## config.mk

```make
export PLATFORM = sky130hd
export DESIGN_NAME = fetch_stage
export DESIGN_NICKNAME = d
export VERILOG_FILES = /design/src/rtl/fetch_pkg.sv /design/src/rtl/fetch_stage.sv
export SDC_FILE = /design/constraint.sdc
export NUM_CORES = 1
export LEC_CHECK = 0
export ABC_AREA = 0
export CAP_MARGIN = 15
export CORE_MARGIN = 1
export CORE_UTILIZATION = 47
export CTS_BUF_LIST = sky130_fd_sc_hd__clkbuf_8
export DETAILED_ROUTE_END_ITERATION = 10
export PLACE_DENSITY = 0.89
export SLEW_MARGIN = 10
export SYNTH_ARGS = -nofsm -noshare
export SYNTH_HDL_FRONTEND = slang
export SYNTH_SLANG_ARGS = --single-unit
```

## constraint.sdc

```tcl
create_clock -name clk -period 5.5 [get_ports clk]
set_input_delay 0.825 -clock clk [delete_from_list [all_inputs] [get_ports clk]]
set_output_delay 0.825 -clock clk [all_outputs]
set_load 0.01 [all_outputs]
```

## src/rtl/fetch_pkg.sv

```systemverilog
// Shared types and constants for the instruction fetch stage: FSM states,
// datapath width, the NOP encoding and the decode field positions.
package fetch_pkg;

    localparam int XLEN = 32;

    localparam logic [XLEN-1:0] NOP_INSTR = 32'h0000_0013;

    // Bit positions of the decode fields inside a 32-bit instruction word.
    localparam int OP_LSB     = 0;
    localparam int OP_MSB     = 6;
    localparam int FUNCT3_LSB = 12;
    localparam int FUNCT3_MSB = 14;
    localparam int FUNCT7_LSB = 25;
    localparam int FUNCT7_MSB = 31;

    typedef enum logic [2:0] {
        IDLE  = 3'd0,
        REQ   = 3'd1,
        WAIT  = 3'd2,
        HOLD  = 3'd3,
        FAULT = 3'd4
    } fetch_state_e;

endpackage

```

## src/rtl/fetch_stage.sv

```systemverilog
// Instruction fetch stage: owns the PC, issues one word request at a time,
// holds the returned instruction for the control unit and applies redirects.
module fetch_stage
    import fetch_pkg::*;
#(
    parameter logic [XLEN-1:0] RESET_PC = 32'h0000_0000
) (
    input  logic            clk,
    input  logic            rst,
    output logic            imem_req_valid,
    input  logic            imem_req_ready,
    output logic [XLEN-1:0] imem_req_addr,
    input  logic            imem_rsp_valid,
    input  logic [XLEN-1:0] imem_rsp_data,
    output logic            instr_valid,
    input  logic            instr_ready,
    output logic [XLEN-1:0] Instr,
    output logic [6:0]      Op,
    output logic [2:0]      funct3,
    output logic [6:0]      funct7,
    output logic [XLEN-1:0] PC,
    output logic [XLEN-1:0] PCPlus4,
    input  logic            PCSrc,
    input  logic [XLEN-1:0] PCTarget,
    output logic            fault,
    output logic [XLEN-1:0] retire_count
);

    fetch_state_e    state_q, state_d;
    logic            idle_done_q, idle_done_d;
    logic [XLEN-1:0] pc_q, pc_d;
    logic [XLEN-1:0] instr_q, instr_d;
    logic [XLEN-1:0] retire_q, retire_d;
    logic            fault_q, fault_d;

    logic            consume;
    logic            bad_redirect;
    logic [XLEN-1:0] pc_plus4;

    assign pc_plus4     = pc_q + 32'd4;
    assign consume      = (state_q == HOLD) && instr_ready;
    assign bad_redirect = PCSrc && (PCTarget[1:0] != 2'b00);

    // NOTE: every signal assigned here gets its default first, so no path
    // through the case statement can leave a value unassigned and infer a latch.
    always_comb begin
        state_d     = state_q;
        idle_done_d = idle_done_q;
        pc_d        = pc_q;
        instr_d     = instr_q;
        retire_d    = retire_q;
        fault_d     = fault_q;

        unique case (state_q)
            IDLE: begin
                // Stay one full cycle in IDLE after reset is released.
                idle_done_d = 1'b1;
                if (idle_done_q) begin
                    state_d = REQ;
                end
            end
            REQ: begin
                if (imem_req_ready) begin
                    state_d = WAIT;
                end
            end
            WAIT: begin
                if (imem_rsp_valid) begin
                    instr_d = imem_rsp_data;
                    state_d = HOLD;
                end
            end
            HOLD: begin
                if (consume) begin
                    retire_d = retire_q + 32'd1;
                    if (bad_redirect) begin
                        fault_d = 1'b1;
                        state_d = FAULT;
                    end else begin
                        pc_d    = PCSrc ? PCTarget : pc_plus4;
                        state_d = REQ;
                    end
                end
            end
            FAULT: begin
                state_d = FAULT;
            end
            default: begin
                state_d = IDLE;
            end
        endcase
    end

    // NOTE: sequential state uses non-blocking assignments only, and reset is
    // sampled on the clock edge like any other input.
    always_ff @(posedge clk) begin
        if (!rst) begin
            state_q     <= IDLE;
            idle_done_q <= 1'b0;
            pc_q        <= RESET_PC;
            instr_q     <= NOP_INSTR;
            retire_q    <= '0;
            fault_q     <= 1'b0;
        end else begin
            state_q     <= state_d;
            idle_done_q <= idle_done_d;
            pc_q        <= pc_d;
            instr_q     <= instr_d;
            retire_q    <= retire_d;
            fault_q     <= fault_d;
        end
    end

    assign imem_req_valid = (state_q == REQ);
    assign imem_req_addr  = pc_q;
    assign instr_valid    = (state_q == HOLD);
    assign Instr          = instr_q;
    assign Op             = instr_q[OP_MSB:OP_LSB];
    assign funct3         = instr_q[FUNCT3_MSB:FUNCT3_LSB];
    assign funct7         = instr_q[FUNCT7_MSB:FUNCT7_LSB];
    assign PC             = pc_q;
    assign PCPlus4        = pc_plus4;
    assign fault          = fault_q;
    assign retire_count   = retire_q;

endmodule

```

==> qor.txt, run 1 <==
status: completed
initial antenna violation count: 0
clock tree root buffer cell: clkbuf_8
Max Cap Viol: 0
maximum vdd drop: 0.000133 V
P_leak: 2.83 nW
warnings from Yosys: 0
WL final: 16.7 mm
final setup fails: 0
GP Congestion: 0.878
type of the worst setup path: reg2out
Reg2Reg Setup Slack: 2.85 ns
GRT overflow: 0
measured slew at the worst slew-check pin: 1.09 ns
Max Clock Skew: 0.0107 ns
drt wl/cell: 16.9 um
switching fraction of total power: 24.3%
syn avg cell area: 8.32 um^2
Psw: 336 uW
number of flops mapped to enable cells by yosys: 0
power share of the sequential group: 54.2%
antenna viol nets, final: 0
number of nets in the layout: 911
DR pass1 iterations: 5
# Post-CTS Setup Buffers: 0
Num CTS Buffers: 9
ant diodes: 0
vias in the first global route: 5312
DRC viols: 0
H-tree levels: 3
Synth Net Count: 736
pre-CTS setup slack: 2.10 ns
WHS: 0.476 ns
CP Max Fanout: 8
synthesized area: 5520 um^2
multi-input logic area: 2890 um^2
Detailed Place HPWL: 12.5 mm
Area Overhead vs Synth: 42.8%
Int Pwr: 1.05 mW
Clock Power Share: 35.9%
crit-path cells: ha_1 > nand2_1 > nor4_4 > and2_1 > nand3_1 > xnor2_1 > clkdlybuf4s50_1
vias post-DR: 5529
Total GRT Usage: 27.2%
Fin. Hold Viols: 0
post-layout util: 69.1%
Reg area: 2020 um^2
core area: 11400 um^2
min Tclk post-route: 3.73 ns
design area: 7890 um^2
post-CTS sizing: 0
crit-path leading delay family: simple AND/OR/NAND/NOR gates
CP Launch Type: flop
fraction of registers with async set/reset: 0%
Worst EP required: 4.68 ns
# rows: 39
fin. max-slew vios: 0
Gate power share: 9.9%
DR iter-0 viols: 389
Mapped Cells: 664
worst min-delay path category: reg2reg
share of layout cells above drive strength 1: 4.27%
slew margin rel.: 26.9%
Critical path buffers and inverters: 1
DIE AREA: 12200 um^2
distinct cell type count after synthesis: 62
Area after DPL: 7640 um^2
crit end category: primary output
P per Cell Area: 176 nW/um^2
first-pass GRT wire length: 27.2 mm
maximum clock rate: 268 MHz
RSZ-0062 raised after global routing: false
Synth Register Bits: 101
largest net degree at the start of global routing: 93
I/O Pins: 250
sequential share of the synthesized area: 36.6%
Setup TNS: 0 ns
# clock sinks: 101
Most used DFF post-synth: dfxtp_1
Final period util: 67.8%
DR vias/cell: 5.60
Initial Utilization: 48.4%
IO Port Bufs: 249
CTS tree: built
Die H: 110 um
Worst-path clk slew: 0.10 ns
clock latency on the worst-skew pair: 0.37 ns
Slowest-stage cell, CP: clkdlybuf4s50_1
Die W: 110 um
WP data arrival: 2.91 ns
final setup margin: 1.77 ns
max incr delay on CP: 0.55 ns
Post-CTS Hold Buffers: 0
Max clock buf depth: 2
Fillers: 896
-- stage by stage --
step / cells / power, mW
6_report: 987 / 1.39
5_1_grt: 987 / 1.44
4_1_cts: 985 / 1.40
3_5_place_dp: 969 / 0.904
3_3_place_gp: 969 / 0.901
2_1_floorplan: 664 / 0.821
-- layout make-up --
cell class              instances  area share (%)
inverters                      10           0.476
clock inverters                 6           0.904
repair buffers                256            32.4
well taps                     143            2.27
flip-flops and latches        101            25.6
multi-input cells             461            36.6
clock buffers                  10            1.74
-- state kept, by name (all words and copies together) (netlist names) --
name,flops
Instr,32
PC,32
fault,1
idle_done_q,1
retire_count,32
state_q,3
-- logic make-up after synthesis --
logic type,synth area share [%]
and+or+nand+nor,28.6
xor gates and xnor gates,9.20
adders and majority gates,0.453
muxes,0.362
DFF,36.6
buffers and inverters,11.3
AOI/OAI and AO/OA,13.5
-- path summary, 6_finish.rpt --
check / from / end / depth (start not counted)
hold reg to reg: Instr[21]$_SDFFE_PN0P_ / Instr[21]$_SDFFE_PN0P_ / 2
setup reg to reg: state_q[1]$_SDFFE_PN0P_ / retire_count[15]$_SDFFE_PN0P_ / 5
setup / recovery: PC[2]$_SDFFE_PN0P_ / PCPlus4[28] / 7
hold / removal: Instr[21]$_SDFFE_PN0P_ / Instr[21]$_SDFFE_PN0P_ / 2
-- power groups by stage --
| stage | Clock (mW) | Combinational [mW] | Sequential [mW] |
|---|---|---|---|
| after floorplan | 0 | 0.0547 | 0.766 |
| after global placement | 0 | 0.133 | 0.768 |
| after detailed placement | 0 | 0.135 | 0.769 |
| final | 0.497 | 0.137 | 0.752 |
| after global routing | 0.543 | 0.148 | 0.754 |
| after CTS | 0.510 | 0.136 | 0.752 |
-- metal layers --
metal	up-vias	share of wire, %	GRT usage, %
met3	29	9.0	7.68
met5	-	0	0
met2	291	51	48.4
met4	0	1.9	8.98
met1	2611	38	31.2
li1	2598	-	-
-- cells in the final DEF (no fill, tap or decap), drive strengths merged, types with 9 or more instances in the layout --
master,count
clkbuf,10
and2,36
xnor2,48
and3,16
nand2,115
clkdlybuf4s50,248
xor2,10
nor2,24
a21boi,32
inv,11
nand4,32
nand3,28
o21ai,17
nor3,9
dfxtp,101
-- synthesized netlist by cell type (2+ instances only) --
library cell  instances  area [um^2]
ha_1                  2         25.0
buf_4                53          398
a221o_1               2         20.0
buf_1                 2         7.51
and2_1               36          225
o211ai_1              2         15.0
a32o_1                6         60.1
nand4_1              30          188
o31ai_1               2         15.0
o21a_1                3         22.5
buf_6                 3         33.8
mux2i_1               2         20.0
buf_2                 5         25.0
nand2_1             114          428
or3_1                 3         18.8
and3_1               16          100
a31o_2                2         17.5
inv_1                10         37.5
nor2b_1               8         50.1
nor4_4                2         42.5
xnor2_1              48          420
nand3_1              28          140
clkbuf_1             27          101
nor3_1                8         40.0
o21ai_0              17         85.1
dfxtp_1             101         2020
a21oi_1               8         40.0
o311ai_0              6         52.6
nor2_1               24         90.1
nor3b_1               4         30.0
and4_1                4         35.0
nand3b_1              2         15.0
a21boi_0             32          240
nor4_1                4         25.0
a21o_1                2         15.0
a221oi_1              4         35.0
or4_1                 2         15.0
a31oi_1               6         37.5
xor2_1               10         87.6
and3b_1               2         17.5
-- worst reg2reg max path, delay by kind of cell, from the launching register on --
kind                      cells  cell delay, ns
xor gates and xnor gates      1            0.17
and+or+nand+nor               4            1.83
DFF                           1            0.56
No activity file was read; power rests on OpenSTA's default activity.
==> inputs of run 2 (changes only) <==
Settings changed: CORE_UTILIZATION 47 to 39, PLACE_DENSITY 0.89 to 0.79.
Clock period 5.5 ns to 3.3 ns, I/O delays scaled along.
==> run 2 against run 1 <==
Compared with the run above:
- register-to-register slack got worse by 1.6 ns
- global-route usage down 4.7 points
- wire length shrank 0.30%
- hold slack lost 0.0075 ns
- final area up 2.2%
- setup slack worse by 1.6 ns
- cell count grew 5.1%
- combinational power increased by 65%
- total power up 75%
- critical path depth down 1
- clock power grew 91%
- non-clock buffer count rose by 12
- largest cell class unchanged
==> qor.txt, run 2 (synthesis results as in run 1) <==
number of nets in the layout: 923 (+1.3%)
core area: 13800 um^2 (+21%)
DIE AREA: 14600 um^2 (+20%)
CP Launch Type: flop
H-tree levels: 3 (unchanged)
RSZ-0062 raised after global routing: false
type of the worst setup path: reg2out
WP data arrival: 2.65 ns (-0.26 ns)
worst min-delay path category: reg2reg
crit end category: primary output
first-pass GRT wire length: 25.6 mm (-5.6%)
pre-CTS setup slack: 0.327 ns (-1.77 ns)
antenna viol nets, final: 0 (unchanged)
fin. max-slew vios: 0 (unchanged)
DRC viols: 0 (unchanged)
Setup TNS: 0 ns (unchanged)
Max Cap Viol: 0 (unchanged)
Fillers: 1223 (+36%)
share of layout cells above drive strength 1: 7.01% (+2.7 points)
DR iter-0 viols: 490 (+26%)
Final period util: 95.4%
measured slew at the worst slew-check pin: 0.828 ns (-0.259 ns)
Area Overhead vs Synth: 46.0%
Initial Utilization: 40.0% (-8.4 points)
maximum clock rate: 318 MHz
GP Congestion: 0.847 (-3.6%)
Max Clock Skew: 0.0123 ns (+0.00158 ns)
GRT overflow: 0 (unchanged)
WHS: 0.468 ns (-0.00753 ns)
DR vias/cell: 5.17 (-7.6%)
# rows: 43 (+10%)
drt wl/cell: 16.1 um (-5.1%)
CP Max Fanout: 7 (-1)
final setup margin: 0.151 ns (-1.62 ns)
commonest cells after routing, fill and taps aside: clkdlybuf4s50_1 (248), nand2_1 (114), dfxtp_1 (94), xnor2_1 (47), and2_1 (35)
status: completed
CTS tree: built
IO Port Bufs: 249 (unchanged)
Die W: 121 um (+9.6%)
Worst EP required: 2.80 ns (-1.88 ns)
clock tree root buffer cell: clkbuf_8
slew margin rel.: 44.8% (+18 points)
post-layout util: 58.3% (-11 points)
Fin. Hold Viols: 0 (unchanged)
vias in the first global route: 4950 (-6.8%)
WL final: 16.7 mm (-0.30%)
final setup fails: 0 (unchanged)
Worst-path clk slew: 0.10 ns (about the same)
Detailed Place HPWL: 12.1 mm (-3.5%)
largest net degree at the start of global routing: 93 (unchanged)
Die H: 121 um (+9.6%)
P per Cell Area: 301 nW/um^2 (+71%)
DR pass1 iterations: 4 (-1)
P_leak: 2.90 nW (+2.6%)
clock latency on the worst-skew pair: 0.38 ns (about the same)
Total GRT Usage: 22.5% (-4.7 points)
maximum vdd drop: 0.000252 V (+90%)
most common cell after layout, fill and taps aside: clkdlybuf4s50_1
I/O Pins: 250 (unchanged)
Max clock buf depth: 2 (unchanged)
min Tclk post-route: 3.15 ns
Num CTS Buffers: 9 (unchanged)
# clock sinks: 101 (unchanged)
initial antenna violation count: 1 (+1)
vias post-DR: 5365 (-3.0%)
run 2: area by class of cell:
class                   instances  area (um^2)  area share, %
multi-input cells             461         2900           36.0
repair buffers                268         2630           32.6
flip-flops and latches        101         2030           25.2
well taps                     180          225           2.79
clock buffers                   9          124           1.54
clock inverters                 7          113           1.40
inverters                      10         37.5          0.465
diodes                          1         2.50         0.0310
run 2: path summary, 6_finish.rpt:
check / startpoint / to / slack, ns / cells past startpoint
worst min register to register: Instr[19]$_SDFFE_PN0P_ / Instr[19]$_SDFFE_PN0P_ / 0.47 / 2
worst max-delay path: PC[6]$_SDFFE_PN0P_ / PCPlus4[27] / 0.15 / 6
worst max register to register: state_q[1]$_SDFFE_PN0P_ / PC[16]$_SDFFE_PN0P_ / 1.28 / 5
worst min-delay path: Instr[19]$_SDFFE_PN0P_ / Instr[19]$_SDFFE_PN0P_ / 0.47 / 2
run 2: critical path: stages, from the launching register on:
cell             delay [ns]
dfxtp_2                0.42
nand4_2                0.22
or4_4                  0.59
nor3_4                 0.24
nand2_2                0.11
xnor2_1                0.14
clkdlybuf4s50_1        0.56
run 2: stage by stage:
stage / total power [mW] / instances / area (um^2)
after global routing: 2.53 / 1037 / 8060
after CTS: 2.46 / 1034 / 8020
after floorplan: 1.37 / 664 / 5520
after global placement: 1.50 / 1018 / 7780
after detailed placement: 1.51 / 1018 / 7780
final: 2.43 / 1037 / 8060
run 2: power by group:
part / internal (mW) / switching [mW]
combinational: 0.137 / 0.0898
sequential: 1.23 / 0.0172
clock: 0.502 / 0.447
total: 1.87 / 0.554
run 2: repair_timing:
action                     4_1_cts  5_1_grt
setup endpoints to repair        6       13
setup buffers                    0        2
hold buffers                     0        0
gates resized for setup          2       11
pin swaps                        1        2
run 2: layer usage:
metal | wire length [um] | track usage [%] | up-vias
met2 | 8240 | 38.6 | 214
met5 | 0 | 0 | -
met3 | 1390 | 6.16 | 26
met1 | 6700 | 26.4 | 2507
met4 | 359 | 8.80 | 0
li1 | - | - | 2618
==> inputs of run 3 (changes only) <==
Settings changed: CORE_UTILIZATION 39 to 50, CTS_CLUSTER_DIAMETER from default to 60, DONT_BUFFER_PORTS from default to 1, MAX_ROUTING_LAYER from default to met4, PLACE_DENSITY 0.79 to 0.68.
==> run 3 against run 2 <==
Compared with the run above:
- final area down 33%
- hold slack worse by 0.27 ns
- cell count down 28%
- flip-flop and latch count unchanged
- critical path depth unchanged
- setup slack better by 0.075 ns
- total power down 13%
- wire length down 20%
- die area down 22%
- first-iteration DRC count down 15%
- critical path type unchanged
==> qor.txt, run 3 (synthesis results as in run 1) <==
status: completed
RSZ-0062 raised after global routing: false
H-tree levels: 3 (unchanged)
maximum vdd drop: 0.000247 V (-2.0%)
IO Port Bufs: 0 (-100%)
I/O Pins: 250 (unchanged)
worst min-delay path category: in2reg
vias in the first global route: 4188 (-15%)
antenna viol nets, final: 0 (unchanged)
Post-Place Cells: 727 (-29%)
ant diodes: 0 (-1)
Fin. Hold Viols: 0 (unchanged)
# Post-CTS Setup Buffers: 0 (unchanged)
# rows: 38 (-12%)
clock latency on the worst-skew pair: 0.39 ns (about the same)
WHS: 0.200 ns (-0.268 ns)
post-CTS sizing: 0 (-2)
WL final: 13.4 mm (-20%)
Worst-path clk slew: 0.10 ns (about the same)
core area: 10800 um^2 (-22%)
largest net degree at the start of global routing: 94 (+1.1%)
DR pass1 iterations: 5 (+1)
Die W: 107 um (-11%)
GP Congestion: 0.881 (+4.1%)
initial antenna violation count: 0 (-1)
Area after DPL: 5230 um^2 (-33%)
Die H: 107 um (-11%)
WP data arrival: 2.58 ns (-0.07 ns)
min Tclk post-route: 3.07 ns (-0.0752 ns)
commonest cells after routing, fill and taps aside: nand2_1 (114), dfxtp_1 (101), xnor2_1 (48), and2_1 (36), a21boi_0 (32)
# clock sinks: 101 (unchanged)
P_leak: 1.95 nW (-33%)
final setup fails: 0 (unchanged)
slew margin rel.: 31.8% (-13 points)
vias post-DR: 4502 (-16%)
DR iter-0 viols: 418 (-15%)
first-pass GRT wire length: 20.7 mm (-19%)
DR vias/cell: 6.06 (+17%)
share of layout cells above drive strength 1: 7.13% (+0.12 points)
CTS tree: built
design area: 5410 um^2 (-33%)
DRC viols: 0 (unchanged)
Max clock buf depth: 2 (unchanged)
Area Overhead vs Synth: -2.02%
CP Launch Type: flop
DIE AREA: 11500 um^2 (-22%)
Setup TNS: 0 ns (unchanged)
drt wl/cell: 18.1 um (+12%)
Max Clock Skew: 0.0113 ns (-0.000966 ns)
GRT overflow: 0 (unchanged)
pre-CTS setup slack: 0.683 ns (+0.355 ns)
CP Max Fanout: 6 (-1)
Post-CTS Hold Buffers: 0 (unchanged)
clock tree root buffer cell: clkbuf_8
crit end category: primary output
Finished Layout Cells: 743 (-28%)
P per Cell Area: 389 nW/um^2 (+29%)
post-layout power: 2.11 mW (-13%)
final setup margin: 0.226 ns (+0.0752 ns)
post-layout util: 50.2% (-8.2 points)
fin. max-slew vios: 0 (unchanged)
maximum clock rate: 325 MHz (+2.4%)
Num CTS Buffers: 9 (unchanged)
Detailed Place HPWL: 9.49 mm (-21%)
type of the worst setup path: reg2out
measured slew at the worst slew-check pin: 1.02 ns (+0.196 ns)
Worst EP required: 2.80 ns (about the same)
number of nets in the layout: 670 (-27%)
Fillers: 1008 (-18%)
Max Cap Viol: 0 (unchanged)
most common cell after layout, fill and taps aside: nand2_1
Final period util: 93.1% (-2.3 points)
Initial Utilization: 51.2% (+11 points)
Total GRT Usage: 23.6% (+1.1 points)
-- run 3: cell count changes in the layout (fill, tap and decap cells not counted), moves of 3 or more --
cell | previous run | this run
dfxtp_1 | 94 | 101
buf_4 | 19 | 15
clkdlybuf4s50_1 | 248 | 0
bufinv_16 | 3 | 0
dfxtp_2 | 7 | 0
inv_8 | 0 | 3
-- run 3: layout make-up --
class	count	area, um^2	area share, %
Clock buffer	9	124	2.29
Clock inverter	7	63.8	1.18
Tap cell	140	175	3.24
Timing Repair Buffer	15	113	2.08
Inverter	10	37.5	0.693
Multi-Input combinational cell	461	2880	53.2
Sequential cell	101	2020	37.4
-- run 3: report_power, final --
part	switching (mW)	internal [mW]	total [mW]
registers	0.0280	1.23	1.26
logic	0.0384	0.0302	0.0687
clock network	0.483	0.294	0.777
-- run 3: per-layer routing --
metal  part of all wire, %  track usage, %  vias up  routed length, um
li1                      -               -     2118                  -
met1                    41            27.6     2113               5490
met2                    47            36.9      243               6370
met3                   9.3            6.99       28               1250
met4                   2.3            11.6        0                308
met5                     0               -        -                  0
-- run 3: worst paths after layout --
path / cells after the start / endpoint / start / slack (ns)
worst min register to register: 1 / idle_done_q$_SDFFE_PN0N_ / idle_done_q$_SDFFE_PN0N_ / 0.48
worst max register to register: 5 / PC[25]$_SDFFE_PN0P_ / state_q[1]$_SDFFE_PN0P_ / 0.87
worst max-delay path: 6 / PCPlus4[28] / PC[3]$_SDFFE_PN0P_ / 0.23
worst min-delay path: 1 / PC[4]$_SDFFE_PN0P_ / PCSrc / 0.20
-- run 3: worst max-delay path: stages, from the launching register on --
cell and delay, ns:
dfxtp_1 0.55, ha_1 0.33, nand2_1 0.16, nor4_4 0.43, and2_1 0.28, nand3_1 0.14, xnor2_1 0.31
